File: src/rtl/parity_unit.sv
// Shared TX/RX parity engine for the UART: TX parity generation, RX parity check,
// and parity-error statistics. Frame length and parity mode are chosen at runtime.
//
//   state    | meaning
//   ---------+----------------------------------------------------------
//   IDLE     | no RX frame in progress, strobes ignored
//   ACCUM    | folding sampled data bits into the running parity
//   WAIT_PAR | all data bits seen, waiting for the parity bit strobe
module parity_unit #(
    parameter int MAX_DATA_WIDTH = 8,
    parameter int ERR_CNT_WIDTH  = 8,
    localparam int LEN_W = $clog2(MAX_DATA_WIDTH + 1)
) (
    input  logic                      CLK,
    input  logic                      RST,
    input  logic [2:0]                PAR_MODE,
    input  logic [LEN_W-1:0]          DATA_LEN,
    input  logic [MAX_DATA_WIDTH-1:0] P_DATA,
    input  logic                      Data_Valid,
    input  logic                      BUSY,
    output logic                      TX_Par_Bit,
    output logic                      TX_Par_En,
    output logic                      TX_Par_Vld,
    input  logic                      RX_Start,
    input  logic                      RX_Bit_Strb,
    input  logic                      RX_Par_Strb,
    input  logic                      RX_Bit,
    output logic                      RX_Done,
    output logic                      Par_Err,
    output logic                      Par_Err_Sticky,
    output logic [ERR_CNT_WIDTH-1:0]  Err_Cnt,
    input  logic                      Err_Clr
);

    typedef enum logic [1:0] {
        IDLE     = 2'd0,
        ACCUM    = 2'd1,
        WAIT_PAR = 2'd2
    } rx_state_t;

    // Zero or oversized lengths fall back to the widest frame.
    function automatic logic [LEN_W-1:0] clamp_len(input logic [LEN_W-1:0] len);
        if (len == '0 || int'(len) > MAX_DATA_WIDTH)
            return LEN_W'(MAX_DATA_WIDTH);
        return len;
    endfunction

    function automatic logic mode_en(input logic [2:0] mode);
        return (mode >= 3'b001) && (mode <= 3'b100);
    endfunction

    function automatic logic mode_bit(input logic [2:0] mode, input logic xor_in);
        case (mode)
            3'b001:  return xor_in;
            3'b010:  return ~xor_in;
            3'b011:  return 1'b1;
            default: return 1'b0;
        endcase
    endfunction

    logic [MAX_DATA_WIDTH-1:0] tx_data_q;
    logic [2:0]                tx_mode_q;
    logic [LEN_W-1:0]          tx_len_q;
    logic                      tx_ld_q;
    logic                      tx_xor;
    logic                      tx_load;

    assign tx_load = Data_Valid && !BUSY;

    always_comb begin
        tx_xor = 1'b0;
        for (int i = 0; i < MAX_DATA_WIDTH; i++) begin
            if (i < int'(tx_len_q))
                tx_xor = tx_xor ^ tx_data_q[i];
        end
    end

    always_ff @(posedge CLK or negedge RST) begin
        if (!RST) begin
            tx_data_q  <= '0;
            tx_mode_q  <= '0;
            tx_len_q   <= '0;
            tx_ld_q    <= 1'b0;
            TX_Par_Bit <= 1'b0;
            TX_Par_En  <= 1'b0;
            TX_Par_Vld <= 1'b0;
        end else begin
            tx_ld_q    <= tx_load;
            TX_Par_Vld <= tx_ld_q;
            if (tx_load) begin
                tx_data_q <= P_DATA;
                tx_mode_q <= PAR_MODE;
                tx_len_q  <= clamp_len(DATA_LEN);
            end
            if (tx_ld_q) begin
                TX_Par_Bit <= mode_bit(tx_mode_q, tx_xor);
                TX_Par_En  <= mode_en(tx_mode_q);
            end
        end
    end

    rx_state_t        rx_state;
    logic [2:0]       rx_mode_q;
    logic [LEN_W-1:0] rx_len_q;
    logic [LEN_W-1:0] rx_cnt_q;
    logic [LEN_W-1:0] rx_cnt_nxt;
    logic             rx_acc_q;
    logic             chk_pend_q;
    logic             chk_err_q;

    assign rx_cnt_nxt = rx_cnt_q + LEN_W'(1);

    // The parity-bit verdict is held one cycle in chk_pend_q/chk_err_q before it
    // is presented, so the FSM itself can already return to IDLE.
    always_ff @(posedge CLK or negedge RST) begin
        if (!RST) begin
            rx_state   <= IDLE;
            rx_mode_q  <= '0;
            rx_len_q   <= '0;
            rx_cnt_q   <= '0;
            rx_acc_q   <= 1'b0;
            chk_pend_q <= 1'b0;
            chk_err_q  <= 1'b0;
            RX_Done    <= 1'b0;
            Par_Err    <= 1'b0;
        end else begin
            RX_Done    <= chk_pend_q;
            Par_Err    <= chk_pend_q && chk_err_q;
            chk_pend_q <= 1'b0;
            chk_err_q  <= 1'b0;
            if (RX_Start) begin
                rx_mode_q <= PAR_MODE;
                rx_len_q  <= clamp_len(DATA_LEN);
                rx_cnt_q  <= '0;
                rx_acc_q  <= 1'b0;
                rx_state  <= ACCUM;
            end else begin
                case (rx_state)
                    ACCUM: begin
                        if (RX_Bit_Strb) begin
                            rx_acc_q <= rx_acc_q ^ RX_Bit;
                            rx_cnt_q <= rx_cnt_nxt;
                            if (rx_cnt_nxt == rx_len_q) begin
                                if (mode_en(rx_mode_q)) begin
                                    rx_state <= WAIT_PAR;
                                end else begin
                                    RX_Done  <= 1'b1;
                                    rx_state <= IDLE;
                                end
                            end
                        end
                    end
                    WAIT_PAR: begin
                        if (RX_Par_Strb) begin
                            chk_pend_q <= 1'b1;
                            chk_err_q  <= RX_Bit != mode_bit(rx_mode_q, rx_acc_q);
                            rx_state   <= IDLE;
                        end
                    end
                    default: rx_state <= IDLE;
                endcase
            end
        end
    end

    always_ff @(posedge CLK or negedge RST) begin
        if (!RST) begin
            Par_Err_Sticky <= 1'b0;
            Err_Cnt        <= '0;
        end else if (Err_Clr) begin
            Par_Err_Sticky <= 1'b0;
            Err_Cnt        <= '0;
        end else if (Par_Err) begin
            Par_Err_Sticky <= 1'b1;
            if (Err_Cnt != '1)
                Err_Cnt <= Err_Cnt + ERR_CNT_WIDTH'(1);
        end
    end

endmodule

File: config.mk
export PLATFORM = sky130hd
export DESIGN_NAME = parity_unit
export DESIGN_NICKNAME = d
export VERILOG_FILES = /design/src/rtl/parity_unit.sv
export SDC_FILE = /design/constraint.sdc
export NUM_CORES = 1
export LEC_CHECK = 0
export BUFFER_PORTS_ARGS = -buffer_cell sky130_fd_sc_hd__buf_4
export CORE_ASPECT_RATIO = 0.7
export CORE_MARGIN = 1.5
export CORE_UTILIZATION = 40
export CTS_CLUSTER_DIAMETER = 60
export DETAILED_ROUTE_END_ITERATION = 8
export SLEW_MARGIN = 20
export SYNTH_ARGS = -nofsm -noshare
export SYNTH_HDL_FRONTEND = slang
export SYNTH_SLANG_ARGS = --single-unit
File: constraint.sdc
create_clock -name CLK -period 2.13 [get_ports CLK]
set_input_delay 0.3195 -clock CLK [delete_from_list [all_inputs] [get_ports CLK]]
set_output_delay 0.3195 -clock CLK [all_outputs]
set_load 0.01 [all_outputs]
# Word level (Yosys, flattened, before mapping)
# Index checks and enable logic that the tools add are counted.
# totals
out_inout_bits	14
latchBits	0
mem_bits_ro	0
wordCells	118
input_bits	24
ff_bits	46
ram_bits	0
mem_count	0
# op_classes
bitwise	10
shift	0
div_mod_pow	0
n_mux	47
n_mul	0
n_lt_le_gt_ge	13
n_eq_ne	14
n_reduce_logical	14
addsub	2
# ops
op	n
1-bit two-way mux	30
4-bit two-way mux	6
8-bit two-way mux	3
3-bit by 4-bit < comparator with 1-bit output, first input constant	4
3-bit by 2-bit == test with 1-bit output, second input constant	4
2-bit two-way mux	5
3-bit != test, second input constant	3
8-bit by 1-bit adder with 8-bit output, second input constant	1
1-bit by 4-bit < comparator with 1-bit output, first input constant	2
2-bit by 4-bit < comparator with 1-bit output, first input constant	2
8-bit != test, second input constant	1
2-bit nonzero test	4
1-bit bitwise XOR	8
3-bit by 1-bit == test with 1-bit output, second input constant	2
3-bit by 1-bit >= comparator with 1-bit output, second input constant	2
3-bit less-or-equal comparator, second input constant	2
1-bit case mux with 3 select lines	2
4-bit by 1-bit adder with 4-bit output, second input constant	1
4-bit == test	1
4-bit > comparator, second input constant	1
1-bit logical AND	4
4-bit logical NOT	1
2-bit case mux with 2 select lines	1
2-bit AND reduction	2
other kinds (7)	8

# Logic depth before layout (Yosys ltp)
# depth
depth_word	18
mapped_depth	6
ltp_nobuf	6

# Worst setup path before layout
# OpenSTA, ideal clock, no wires.
# synth_timing
path_type	register -> register
startpoint	register tx_data_q[4]
endpoint	register TX_Par_Bit
period_less_slack_ps	1589
setup_ps	90
required_ps	2040
path_buffers	0
slack_ps	541
arrival_time_ps	1500
stages_incl_launch_ff	7
path_cell_list	dfrtp_1 -> xnor2_1 -> xnor2_1 -> a21oi_1 -> or2_0 -> or3b_1 -> o2111ai_1
# synth_between
elab_chain_len	10
# synth_lines
element	line_no	text
start: declaration	61	logic [MAX_DATA_WIDTH-1:0] tx_data_q;
start signal: assignment	80	tx_data_q <= '0;
start signal: assignment	91	tx_data_q <= P_DATA;
1-bit bitwise XOR (*)	74	tx_xor = tx_xor ^ tx_data_q[i];
1-bit two-way mux (*)	73	if (i < int'(tx_len_q))
1-bit bitwise XOR	74	
1-bit two-way mux (*)	73	
1-bit bitwise XOR	74	
1-bit two-way mux (*)	73	
1-bit bitwise XOR	74	
1-bit two-way mux (*)	73	
1-bit NOT	55	3'b010: return ~xor_in;
1-bit case mux with 3 select lines (*)	53	case (mode)
end signal: assignment	96	TX_Par_Bit <= mode_bit(tx_mode_q, tx_xor);
end: declaration	21	output logic TX_Par_Bit,
# Every way passes the cells marked *; elsewhere a longest branch is shown, timed or not.
# A chain may end at the register's enable or synchronous reset.

# Worst setup path in the final report
# layout_timing
startpoint	register tx_len_q[3]
endpoint	register TX_Par_Bit
# layout_between
elab_chain_len	18
elab_cells_between_ends	25
cone_classes	order compare: 8; mux: 9; bitwise: 8
# layout_lines
element	line_no	text
start: declaration	63	logic [LEN_W-1:0] tx_len_q;
start signal: assignment	93	tx_len_q <= clamp_len(DATA_LEN);
1-bit by 4-bit < comparator with 1-bit output	73	
1-bit two-way mux	73	
1-bit bitwise XOR	74	
1-bit two-way mux	73	
1-bit bitwise XOR	74	
1-bit two-way mux	73	
1-bit bitwise XOR	74	
1-bit two-way mux	73	
(+2 left out)	--	
1-bit bitwise XOR	74	
1-bit two-way mux	73	
1-bit bitwise XOR	74	
1-bit two-way mux	73	
1-bit bitwise XOR	74	
1-bit two-way mux (*)	73	
1-bit NOT	55	
1-bit case mux with 3 select lines (*)	53	
# Marks and branches as above.

==> impl_metrics.tcl <==
set metrics [dict create \
    p_int_w 0.00136 \
    fin_crit_ns 1.72 \
    swShare_pct 26.5 \
    grt_setup_unrepaired "no" \
    wl_um 4040 \
    grt_max_degree 47 \
    ys_seq_elements 46 \
    portBuffers 37 \
    seq_power_share_pct 54.4 \
    drt_pass1_iterations 4 \
    worst_pin_slew_ns 0.571 \
    setup.worst_path.class "register to register" \
    final_layout_size_suffix_gt1_share_pct 20.8 \
    postCtsSetupBuffers 0 \
    yosysWarnings 0 \
    postSynthAreaPerCell_um2 9.80 \
    wl_per_cell_um 12.2 \
    start_kind "register" \
    ctsResizeCount 0 \
    die-area_um2 5820 \
    htreeDepth 2 \
    ys_seq_area_share_pct 53.6 \
    antenna_found_initial 0 \
    die_w_um 90.5 \
    slew_violations 0 \
    cts_hold_buf 0 \
    grt_pass1_wl_um 7350 \
    synth_fp_nets 245 \
    clkPwrFrac_pct 28.9 \
    ios 38 \
    die_h_um 64.3 \
    grt_overflow 0 \
    first_iter_violations 57 \
    hold_viol 0 \
    track_usage_pct 15.7 \
    vias_per_cell 4.86 \
    syn_inst 219 \
    outcome "completed" \
    holdWs_ns 0.0271 \
    finalSetupViolCount 0 \
    crit_fanout 5 \
    antenna_cells 0 \
    vdd_drop_max_mv 0.301 \
    cap_violations 0 \
    drcViolationCount 0 \
    clkLatencyLatePin_ns 0.29 \
    setup_tns_ns 0 \
    relSlewSlack_pct 61.9 \
    cts_tree "yes" \
    ant_nets 0 \
    hpwl_um 2960 \
    cts_buffer_depth 2 \
    power_density_nw_per_um2 715 \
    gp_congestion 0.801 \
    fin_crit_sh_pct 80.9 \
    instances_no_fill 331 \
    start_util_pct 41.2 \
    max_freq_mhz 580 \
    cts_root_buf "clkbuf_8" \
    p_switching_w 0.000491 \
    row_count 22 \
    area_growth_syn_to_layout_pct 20.9 \
    min_path_type "primary input to asynchronous set/reset pin" \
    synth.distinct_cells 37 \
    cts.sink_count 46 \
    cts_buffers 5 \
    clock_skew_ns 0.00539 \
    critPathArrivalTime_ns 1.92 \
    grt_pass1_vias 1513 \
    core_region_area_um2 5200 \
    dp.cells 323 \
    clk_pin_slew_worst_paths_ns 0.08 \
    layout.nets 284 \
    end_kind "register" \
    cp.required_ns 2.33 \
    syn-cell-area_um2 2150 \
    pwr-share-comb_pct 16.7 \
    p_leak_nw 1.22 \
    vias 1610 \
]
[cells in the final DEF, fill, tap and decap left out, drive strengths merged, types with 4 or more instances in the layout]
| cell type | synthesis | final |
|---|---|---|
| xor2 | 10 | 10 |
| clkbuf | 7 | 7 |
| nand3 | 9 | 9 |
| or3 | 5 | 5 |
| dfrtp | 46 | 46 |
| inv | 7 | 7 |
| nor2 | 17 | 17 |
| a21oi | 7 | 7 |
| mux2 | 4 | 4 |
| nand2 | 43 | 43 |
| buf | 0 | 39 |
| o21ai | 14 | 14 |
| xnor2 | 11 | 11 |
| nand3b | 7 | 7 |
[per-layer routing]
layer / global-route usage [%] / share of wire (%)
met1: 23.1 / 52
met2: 23.4 / 42
met3: 3.93 / 5.6
met4: 2.98 / 0.20
met5: 0 / 0
[final cells by class]
type                            count  area [um2]
Inverter                            7        26.3
Fill cell                         501        2610
Tap cell                           72        90.1
Sequential cell                    46        1150
Timing Repair Buffer               39         293
Clock buffer                        7        86.3
Multi-Input combinational cell    159         942
Clock inverter                      1        5.00
[cell families after synthesis]
group	after synthesis	synth area share, %
multiplexers	7	3.50
AND/OR/NAND/NOR	98	22.0
AO/OA/AOI/OAI	31	8.63
flip-flops	46	53.6
buffers and inverters	14	2.45
adder cells (fa/ha/maj)	2	1.17
XOR/XNOR	21	8.57
[metrics by stage]
stage	total power, W	area, um2	setup slack [ns]	utilization (%)
after detailed placement	0.00134	2500	0.440	48.1
after floorplan	0.00121	2150	0.541	-
after global placement	0.00133	2500	0.453	48.1
after CTS	0.00188	2590	0.423	49.9
final	0.00185	2590	0.407	49.9
after global routing	0.00197	2590	0.289	49.9
[sequential cells by signal, summed over array words and instances (netlist names)]
name / cells
Err_Cnt: 8
tx_data_q: 8
rx_cnt_q: 4
rx_len_q: 4
tx_len_q: 4
rx_mode_q: 3
tx_mode_q: 3
rx_state: 2
Par_Err: 1
Par_Err_Sticky: 1
RX_Done: 1
TX_Par_Bit: 1
TX_Par_En: 1
TX_Par_Vld: 1
chk_err_q: 1
chk_pend_q: 1
rx_acc_q: 1
tx_ld_q: 1
[synthesized netlist by cell type]
master	number	area share [%]
xor2_1	10	4.1
and3b_1	1	0.41
nor3b_1	2	0.70
xnor2_1	11	4.5
o21ai_1	6	1.4
and4_4	1	0.52
a31oi_1	2	0.58
ha_1	2	1.2
a21bo_2	1	0.47
nand3b_1	7	2.4
a21oi_1	7	1.6
a31o_1	1	0.41
dfrtp_1	46	54
o31ai_1	1	0.35
o21ai_0	8	1.9
o311ai_0	1	0.41
nor4bb_1	1	0.47
mux2_2	4	2.1
a21boi_1	1	0.35
nor3_1	3	0.70
or3_1	5	1.5
o21bai_1	1	0.35
nor2b_1	1	0.29
o21a_2	1	0.41
nand4_1	2	0.58
inv_2	1	0.17
nor2_1	17	3.0
nand2_1	43	7.5
nand3_1	9	2.1
mux2i_1	3	1.4
and2_1	1	0.29
inv_1	6	1.0
or2_0	1	0.29
o2111ai_1	1	0.41
clkbuf_1	7	1.2
or3b_1	1	0.41
nand2b_1	3	0.87
[power groups by stage]
stage                     registers (W)  clock network [W]  logic [W]
after floorplan                 0.00102                  0   0.000193
after global placement          0.00102                  0   0.000312
after detailed placement        0.00102                  0   0.000313
after CTS                       0.00101           0.000558   0.000314
after global routing            0.00102           0.000598   0.000355
final                           0.00101           0.000536   0.000310
[worst paths after layout]
path	from	slack, ns	to	depth (start not counted)
worst max-delay path	tx_len_q[3]$_DFFE_PN0P_	0.41	TX_Par_Bit$_DFFE_PN0P_	6
worst min-delay path	RST	0.03	TX_Par_En$_DFFE_PN0P_	1
worst max register to register	tx_len_q[3]$_DFFE_PN0P_	0.41	TX_Par_Bit$_DFFE_PN0P_	6
worst min register to register	tx_ld_q$_DFF_PN0_	0.46	TX_Par_Vld$_DFF_PN0_	0
max in group asynchronous	RST	1.72	tx_len_q[3]$_DFFE_PN0P_	1
min in group CLK	P_DATA[7]	0.22	tx_data_q[7]$_DFFE_PN0P_	3
[worst max-delay path: stages (launching register included)]
cell and delay, ns:
dfrtp_1 0.44, nor2_1 0.15, mux2i_1 0.26, xor2_1 0.19, xor2_1 0.12, or3b_1 0.38
o2111ai_1 0.10
No activity file was read; power rests on OpenSTA's default activity.
